==> src/rtl/atmega_clkgen.sv <==
// atmega_clkgen: PLL-gated multi-channel integer+fractional clock-enable generator
module atmega_clkgen #(
  parameter int BUS_ADDR_DATA_LEN = 16,
  parameter int CSR_ADDR = 'h49,
  parameter int DIV_BASE_ADDR = 'h52,
  parameter int CHANNELS = 2,
  parameter int DIV_WIDTH = 8,
  parameter int FRAC_WIDTH = 4,
  parameter int LOCK_CYCLES = 64
) (
  input  logic                         rst,
  input  logic                         clk,
  input  logic [BUS_ADDR_DATA_LEN-1:0] addr,
  input  logic                         wr,
  input  logic                         rd,
  input  logic [7:0]                   bus_in,
  output logic [7:0]                   bus_out,
  output logic [CHANNELS-1:0]          ck_en,
  output logic [CHANNELS-1:0]          ck_out,
  output logic                         locked
);
  localparam int LW = $clog2(LOCK_CYCLES) + 1;
  logic                  plle;
  logic                  plock;
  logic [CHANNELS-1:0]   chen;
  logic [LW-1:0]         lcnt;
  logic [DIV_WIDTH-1:0]  divi [CHANNELS];
  logic [FRAC_WIDTH-1:0] divf [CHANNELS];
  logic                  csr_sel;
  logic                  unused_ok;
  assign csr_sel   = addr == BUS_ADDR_DATA_LEN'(CSR_ADDR);
  assign locked    = plock;
  assign unused_ok = ^bus_in;
  // control register and per-channel shadow divider registers
  always_ff @(posedge clk or posedge rst)
    if (rst) begin
      plle <= 1'b0;
      chen <= '0;
      for (int c = 0; c < CHANNELS; c++) begin
        divi[c] <= '0;
        divf[c] <= '0;
      end
    end else if (wr) begin
      if (csr_sel) begin
        plle <= bus_in[1];
        chen <= bus_in[4 +: CHANNELS];
      end
      for (int c = 0; c < CHANNELS; c++) begin
        if (addr == BUS_ADDR_DATA_LEN'(DIV_BASE_ADDR + 2*c)) divi[c] <= bus_in[DIV_WIDTH-1:0];
        if (addr == BUS_ADDR_DATA_LEN'(DIV_BASE_ADDR + 2*c + 1)) divf[c] <= bus_in[FRAC_WIDTH-1:0];
      end
    end
  // lock delay: count while enabled and unlocked, hold lock until PLLE drops
  always_ff @(posedge clk or posedge rst)
    if (rst) begin
      lcnt  <= '0;
      plock <= 1'b0;
    end else if (!plle) begin
      lcnt  <= '0;
      plock <= 1'b0;
    end else if (!plock) begin
      if (lcnt == LW'(LOCK_CYCLES - 1)) plock <= 1'b1;
      else lcnt <= lcnt + LW'(1);
    end
  // combinational read mux, silent when not reading or in reset
  always_comb begin
    bus_out = '0;
    if (!rst && rd) begin
      if (csr_sel) begin
        bus_out[0]              = plock;
        bus_out[1]              = plle;
        bus_out[4 +: CHANNELS]  = chen;
      end
      for (int c = 0; c < CHANNELS; c++) begin
        if (addr == BUS_ADDR_DATA_LEN'(DIV_BASE_ADDR + 2*c)) bus_out = 8'(divi[c]);
        if (addr == BUS_ADDR_DATA_LEN'(DIV_BASE_ADDR + 2*c + 1)) bus_out = 8'(divf[c]);
      end
    end
  end
  for (genvar i = 0; i < CHANNELS; i++) begin : g_ch
    logic [DIV_WIDTH:0]  cnt;
    logic [FRAC_WIDTH-1:0] acc;
    logic [FRAC_WIDTH:0] sum;
    logic                run;
    logic                en;
    logic                tog;
    assign run      = plock & plle & chen[i];
    assign sum      = {1'b0, acc} + {1'b0, divf[i]};
    assign ck_en[i]  = en;
    assign ck_out[i] = tog;
    // divider: idle tracks the shadow N; at each boundary reload N plus fractional carry
    always_ff @(posedge clk or posedge rst)
      if (rst) begin
        cnt <= '0;
        acc <= '0;
        en  <= 1'b0;
        tog <= 1'b0;
      end else if (!run) begin
        cnt <= {1'b0, divi[i]};
        acc <= '0;
        en  <= 1'b0;
        tog <= 1'b0;
      end else if (cnt == '0) begin
        cnt <= {1'b0, divi[i]} + {{DIV_WIDTH{1'b0}}, sum[FRAC_WIDTH]};
        acc <= sum[FRAC_WIDTH-1:0];
        en  <= 1'b1;
        tog <= ~tog;
      end else begin
        cnt <= cnt - (DIV_WIDTH+1)'(1);
        en  <= 1'b0;
      end
  end
endmodule

==> config.mk <==
export PLATFORM = sky130hd
export DESIGN_NAME = atmega_clkgen
export DESIGN_NICKNAME = d
export VERILOG_FILES = /design/src/rtl/atmega_clkgen.sv
export SDC_FILE = /design/constraint.sdc
export NUM_CORES = 1
export LEC_CHECK = 0
export BUFFER_PORTS_ARGS = -buffer_cell sky130_fd_sc_hd__buf_2
export CAP_MARGIN = 30
export CORE_MARGIN = 2
export CORE_UTILIZATION = 63
export DETAILED_ROUTE_END_ITERATION = 8
export PLACE_DENSITY = 0.83
export SLEW_MARGIN = 30
export SYNTH_ARGS = -nofsm -noshare
export SYNTH_HDL_FRONTEND = slang
export SYNTH_SLANG_ARGS = --single-unit
==> constraint.sdc <==
create_clock -name clk -period 3.6 [get_ports clk]
set_input_delay 0.18 -clock clk [delete_from_list [all_inputs] [get_ports clk]]
set_output_delay 0.18 -clock clk [all_outputs]
set_load 0.02 [all_outputs]
Word level (Yosys, flattened, before mapping)
Cells that the tools add are included.
{"block": "word_totals", "regBits": 65, "in_bits": 28, "wordCells": 77}
{"block": "classes", "n_addsub": 7, "eq_ne": 10, "mux": 29, "n_bitwise": 5, "n_reduce_logical": 10}
{"cell": "16-bit by 7-bit == test with 1-bit output, second input constant", "n": 5}
{"cell": "8-bit 2-to-1 mux", "n": 5}
{"cell": "9-bit 2-to-1 mux", "n": 4}
{"cell": "7-bit 2-to-1 mux", "n": 3}
{"cell": "8-bit by 1-bit adder with 9-bit output", "n": 2}
{"cell": "9-bit zero test", "n": 2}
{"cell": "9-bit by 1-bit subtractor with 9-bit output, second input constant", "n": 2}
{"cell": "4-bit 2-to-1 mux", "n": 4}
{"cell": "2-bit AND reduction", "n": 6}
{"cell": "1-bit 2-to-1 mux", "n": 11}
{"cell": "4-bit by 4-bit adder with 5-bit output", "n": 2}
{"cell": "7-bit by 1-bit adder with 7-bit output, second input constant", "n": 1}
{"cell": "7-bit by 6-bit == test with 1-bit output, second input constant", "n": 1}
{"cell": "2-bit 2-to-1 mux", "n": 2}
{"cell": "2-bit by 1-bit != test with 1-bit output, second input constant", "n": 2}
{"cell": "2-bit != test, second input constant", "n": 2}
{"cell": "1-bit AND", "n": 3}
{"cell": "1-bit inverter", "n": 2}
{"cell": "1-bit logical AND", "n": 1}
{"cell": "1-bit zero test", "n": 1}

Longest topological paths before layout
{"block": "logic_depth", "word_depth": 7, "mapped_depth": 12}

Worst setup path after synthesis
OpenSTA, ideal clock, no wires.
{"block": "synth_path", "path_kind": "input to output", "from": "in rst", "to": "out bus_out[0]", "arrival_time_ps": 2432, "t_required_ps": 3420, "slack_ps": 988, "stages": 3, "n_path_buf": 0, "cell_sequence": "inv_1 > nand2_1 > o31ai_1"}
{"block": "synth_via", "elab_chain_len": 3}
{"element": "from (decl)", "line_no": "11", "source": "input logic rst,"}
{"element": "1-bit zero test (no line)"}
{"element": "1-bit logical AND", "line_no": "68", "source": "if (!rst && rd) begin"}
{"element": "8-bit 2-to-1 mux", "line_no": "68"}
{"element": "to (decl)", "line_no": "17", "source": "output logic [7:0] bus_out,"}
No other way between the ends.

Final worst setup path
{"block": "layout_path", "from": "in addr[0]", "to": "out bus_out[0]"}
{"block": "layout_via", "elab_chain_len": 7}
{"element": "from (decl)", "line_no": "13", "source": "input logic [BUS_ADDR_DATA_LEN-1:0] addr,"}
{"element": "16-bit by 7-bit == test with 1-bit output", "line_no": "31", "source": "assign csr_sel = addr == BUS_ADDR_DATA_LEN'(CSR_ADDR);"}
{"element": "2-bit 2-to-1 mux", "line_no": "69", "source": "if (csr_sel) begin"}
{"element": "8-bit 2-to-1 mux", "line_no": "75", "source": "if (addr == BUS_ADDR_DATA_LEN'(DIV_BASE_ADDR + 2*c)) bus_out = 8'(divi[c]);"}
{"element": "8-bit 2-to-1 mux", "line_no": "76", "source": "if (addr == BUS_ADDR_DATA_LEN'(DIV_BASE_ADDR + 2*c + 1)) bus_out = 8'(divf[c]);"}
{"element": "8-bit 2-to-1 mux", "line_no": "75"}
{"element": "8-bit 2-to-1 mux *", "line_no": "76"}
{"element": "8-bit 2-to-1 mux *", "line_no": "68"}
Mark *: on every way between the ends. The rest lies on a longest branch, timed or not.

==> impl_results.md <==
- CTS Buffer Depth: 2
- Start point of the critical path: addr[0]
- Post-cts hold buffer count: 0
- Syn Area/Cell: 9.94 µm²
- First-pass GRT wire length: 13.6 mm
- RSZ-0062 raised after global routing: no
- DRC Markers: 0
- Num Clock Sinks: 65
- Syn Inst Count: 381
- Setup TNS: 0 ps
- Crit path max fanout: 13
- Final Max Slew Viols: 0
- Fin. Hold Viols: 0
- Slew @ Worst Pin: 921 ps
- Top-count cell post-synth: dfrtp_1
- # setup viols final: 0
- DRT iter0 DRCs: 238
- Wire per inst: 16.4 µm
- Final WL: 8.22 mm
- Worst Path Required: 3420 ps
- EDFF count, synth: 0
- FF+latch count, synth: 65
- Total track usage: 27.0%
- Die ar.: 6650 µm²
- Global route total overflow: 0
- Antenna-violating nets left: 0
- Synth Warn #: 0
- Area Overhead vs Synth: 12.1%
- # resized after CTS: 0
- Sequential fraction of the synthesis area: 43.0%
- Largest net degree at the start of global routing: 66
- Utilization after layout: 72.5%
- Post-synth ARST share: 100%
- Cell leakage power: 0.00199 µW
- Io pins: 41
- Initial antenna violation count: 0
- Power Density: 330 nW/µm²
- DR vias: 2976
- Clk root buf: clkbuf_8
- Hpwl dp: 6.05 mm
- Leading area contributor after synthesis: dfrtp_1
- Synthesized area: 3790 µm²
- Critical path's slowest cell: or4b_2
- Worst skew pair latency: 340 ps
- Gpl congestion: 0.950
- Dominant synthesized flop cell: dfrtp_1
- Distinct cells, synth: 49
- Final period util: 81.6%
- CTS tree: yes
- Core Region: 5850 µm²
- Outcome: finished, final reports clean
- Hold Crit Class: input pin to flip-flop
- Die Span Y: 81.5 µm
- Crit path arrival time: 2760 ps
- Layout Nets: 466
- Vias per inst: 5.95
- Number of diodes: 0
- # port buffers: 40
- Tmin final: 2940 ps
- CTS Buf Count: 9
- Clk pin slew, worst setup/hold paths: 70 ps
- Max cap viols: 0
- Top-area cell type share of the netlist area: 43.0%
- FMAX: 341 MHz
- Cells along the critical path: buf_2, inv_1, or4b_2, nor4_1, a21oi_1, o31ai_1, buf_2
- Worst setup EP type: primary output
- Synth area leaders: dfrtp_1 (43%), mux2_2 (7.7%), ha_1 (5.0%)
- Drt pass-1 iters: 4
- Clk_skew: 12.9 ps
- Final hold slack: 85.2 ps
- Share of layout cells above drive strength 1: 23.1%
- CP startpoint kind: input pin
- Starting Density: 64.7%
- VDD IR max: 0.000287 V
- Slew HR: 38.1%
- H-tree depth: 3
- R2R Path Start: divf[4]$_DFFE_PP0P_
- Vias in the first global route: 2940
- Synth top cells by count: dfrtp_1 (65), nor2_1 (37), nand2_1 (28), mux2_2 (26), a21oi_1 (22)
- Post-Syn Nets: 426
- R2R Setup Slk: 1110 ps
- CP max stage delay: 710 ps
- Most common cell on crit path: buf_2
- Worst hold start: bus_in[6]
- Die span in x: 81.5 µm
- Post-CTS setup buffer count: 0
- Std cell rows: 28
- Crit path kind: input pin to primary output
==> logic make-up after synthesis <==
| family | after synthesis | synth area share [%] |
|---|---|---|
| buffers and inverters | 35 | 3.93 |
| AOI/OAI and AO/OA | 64 | 10.8 |
| muxes | 36 | 10.4 |
| DFF | 65 | 43.0 |
| and+or+nand+nor | 135 | 19.2 |
| adders and majority gates | 17 | 6.01 |
| xor gates and xnor gates | 29 | 6.71 |
==> report_power, final <==
group / internal [µW] / total (µW) / switching (µW) / leakage [µW]
clock: 352 / 618 / 266 / 0.000102
combinational: 16.1 / 52.8 / 36.8 / 0.00100
sequential: 730 / 731 / 0.221 / 0.000888
==> final timing paths <==
| path | to | depth (start not counted) |
|---|---|---|
| worst max-delay path | bus_out[0] | 7 |
| worst min-delay path | divi[14]$_DFFE_PP0P_ | 3 |
| worst max register to register | g_ch[0].cnt[7]$_DFF_PP0_ | 12 |
| worst min register to register | lcnt[6]$_DFFE_PP0P_ | 1 |
| max in group asynchronous | g_ch[1].cnt[6]$_DFF_PP0_ | 3 |
| min in group asynchronous | g_ch[1].en$_DFF_PP0_ | 3 |
==> layer usage <==
layer	wire [µm]	track usage, %	part of all wire (%)	vias to the layer above
met4	162	12.4	2.0	0
met5	0	0	0	-
met2	3930	42.3	48	84
met1	3760	37.3	46	1447
li1	-	-	-	1428
met3	360	3.96	4.4	17
==> cell type report <==
| cell class | instances | area (µm²) |
|---|---|---|
| multi-input combinational | 281 | 2020 |
| tap | 75 | 93.8 |
| timing repair buffer | 44 | 230 |
| sequential | 65 | 1630 |
| inverter | 20 | 75.1 |
| clock buffer | 12 | 155 |
| fill | 435 | 1610 |
| clock inverter | 3 | 40.0 |
==> layout by cell type, fill, tap and decap left out, types with 3 or more instances in the layout <==
cell       n
a22oi_1    4
nand3_1   14
nor2b_1    3
buf_2     40
buf_4      4
a211oi_1   3
ha_1      15
or4_1      5
dfrtp_1   65
clkbuf_8  11
o22a_1     4
o21ai_0   15
nor4_2     3
nor4_1     3
nor3_1    10
and2_1     3
nand4_1    6
xor2_1    12
xnor2_1   17
mux2i_1   10
inv_1     19
and3_1     5
nand2_1   28
nor2_1    37
mux2_2    26
or2_2      3
a21oi_1   22
==> sequential cells by signal, summed over array words and instances (netlist names) <==
register	flops
g_ch.cnt	18
divi	16
divf	8
g_ch.acc	8
lcnt	7
chen	2
g_ch.en	2
g_ch.tog	2
locked	1
plle	1
==> through the flow <==
step                cells  cell area, µm²  setup WS, ps  power, µW
finish                500            4240           664       1400
CTS                   500            4240           749       1410
detailed placement    485            4050           816        797
floorplan             381            3790           988        767
global route          500            4240           634       1450
global placement      485            4050           782        797
==> worst max-delay path, delay by kind of cell <==
family,cells,cell delay (ps)
AO/OA/AOI/OAI,2,520
buffers and inverters,3,760
AND/OR/NAND/NOR,2,1280
Power figures use the tool's default switching activity.
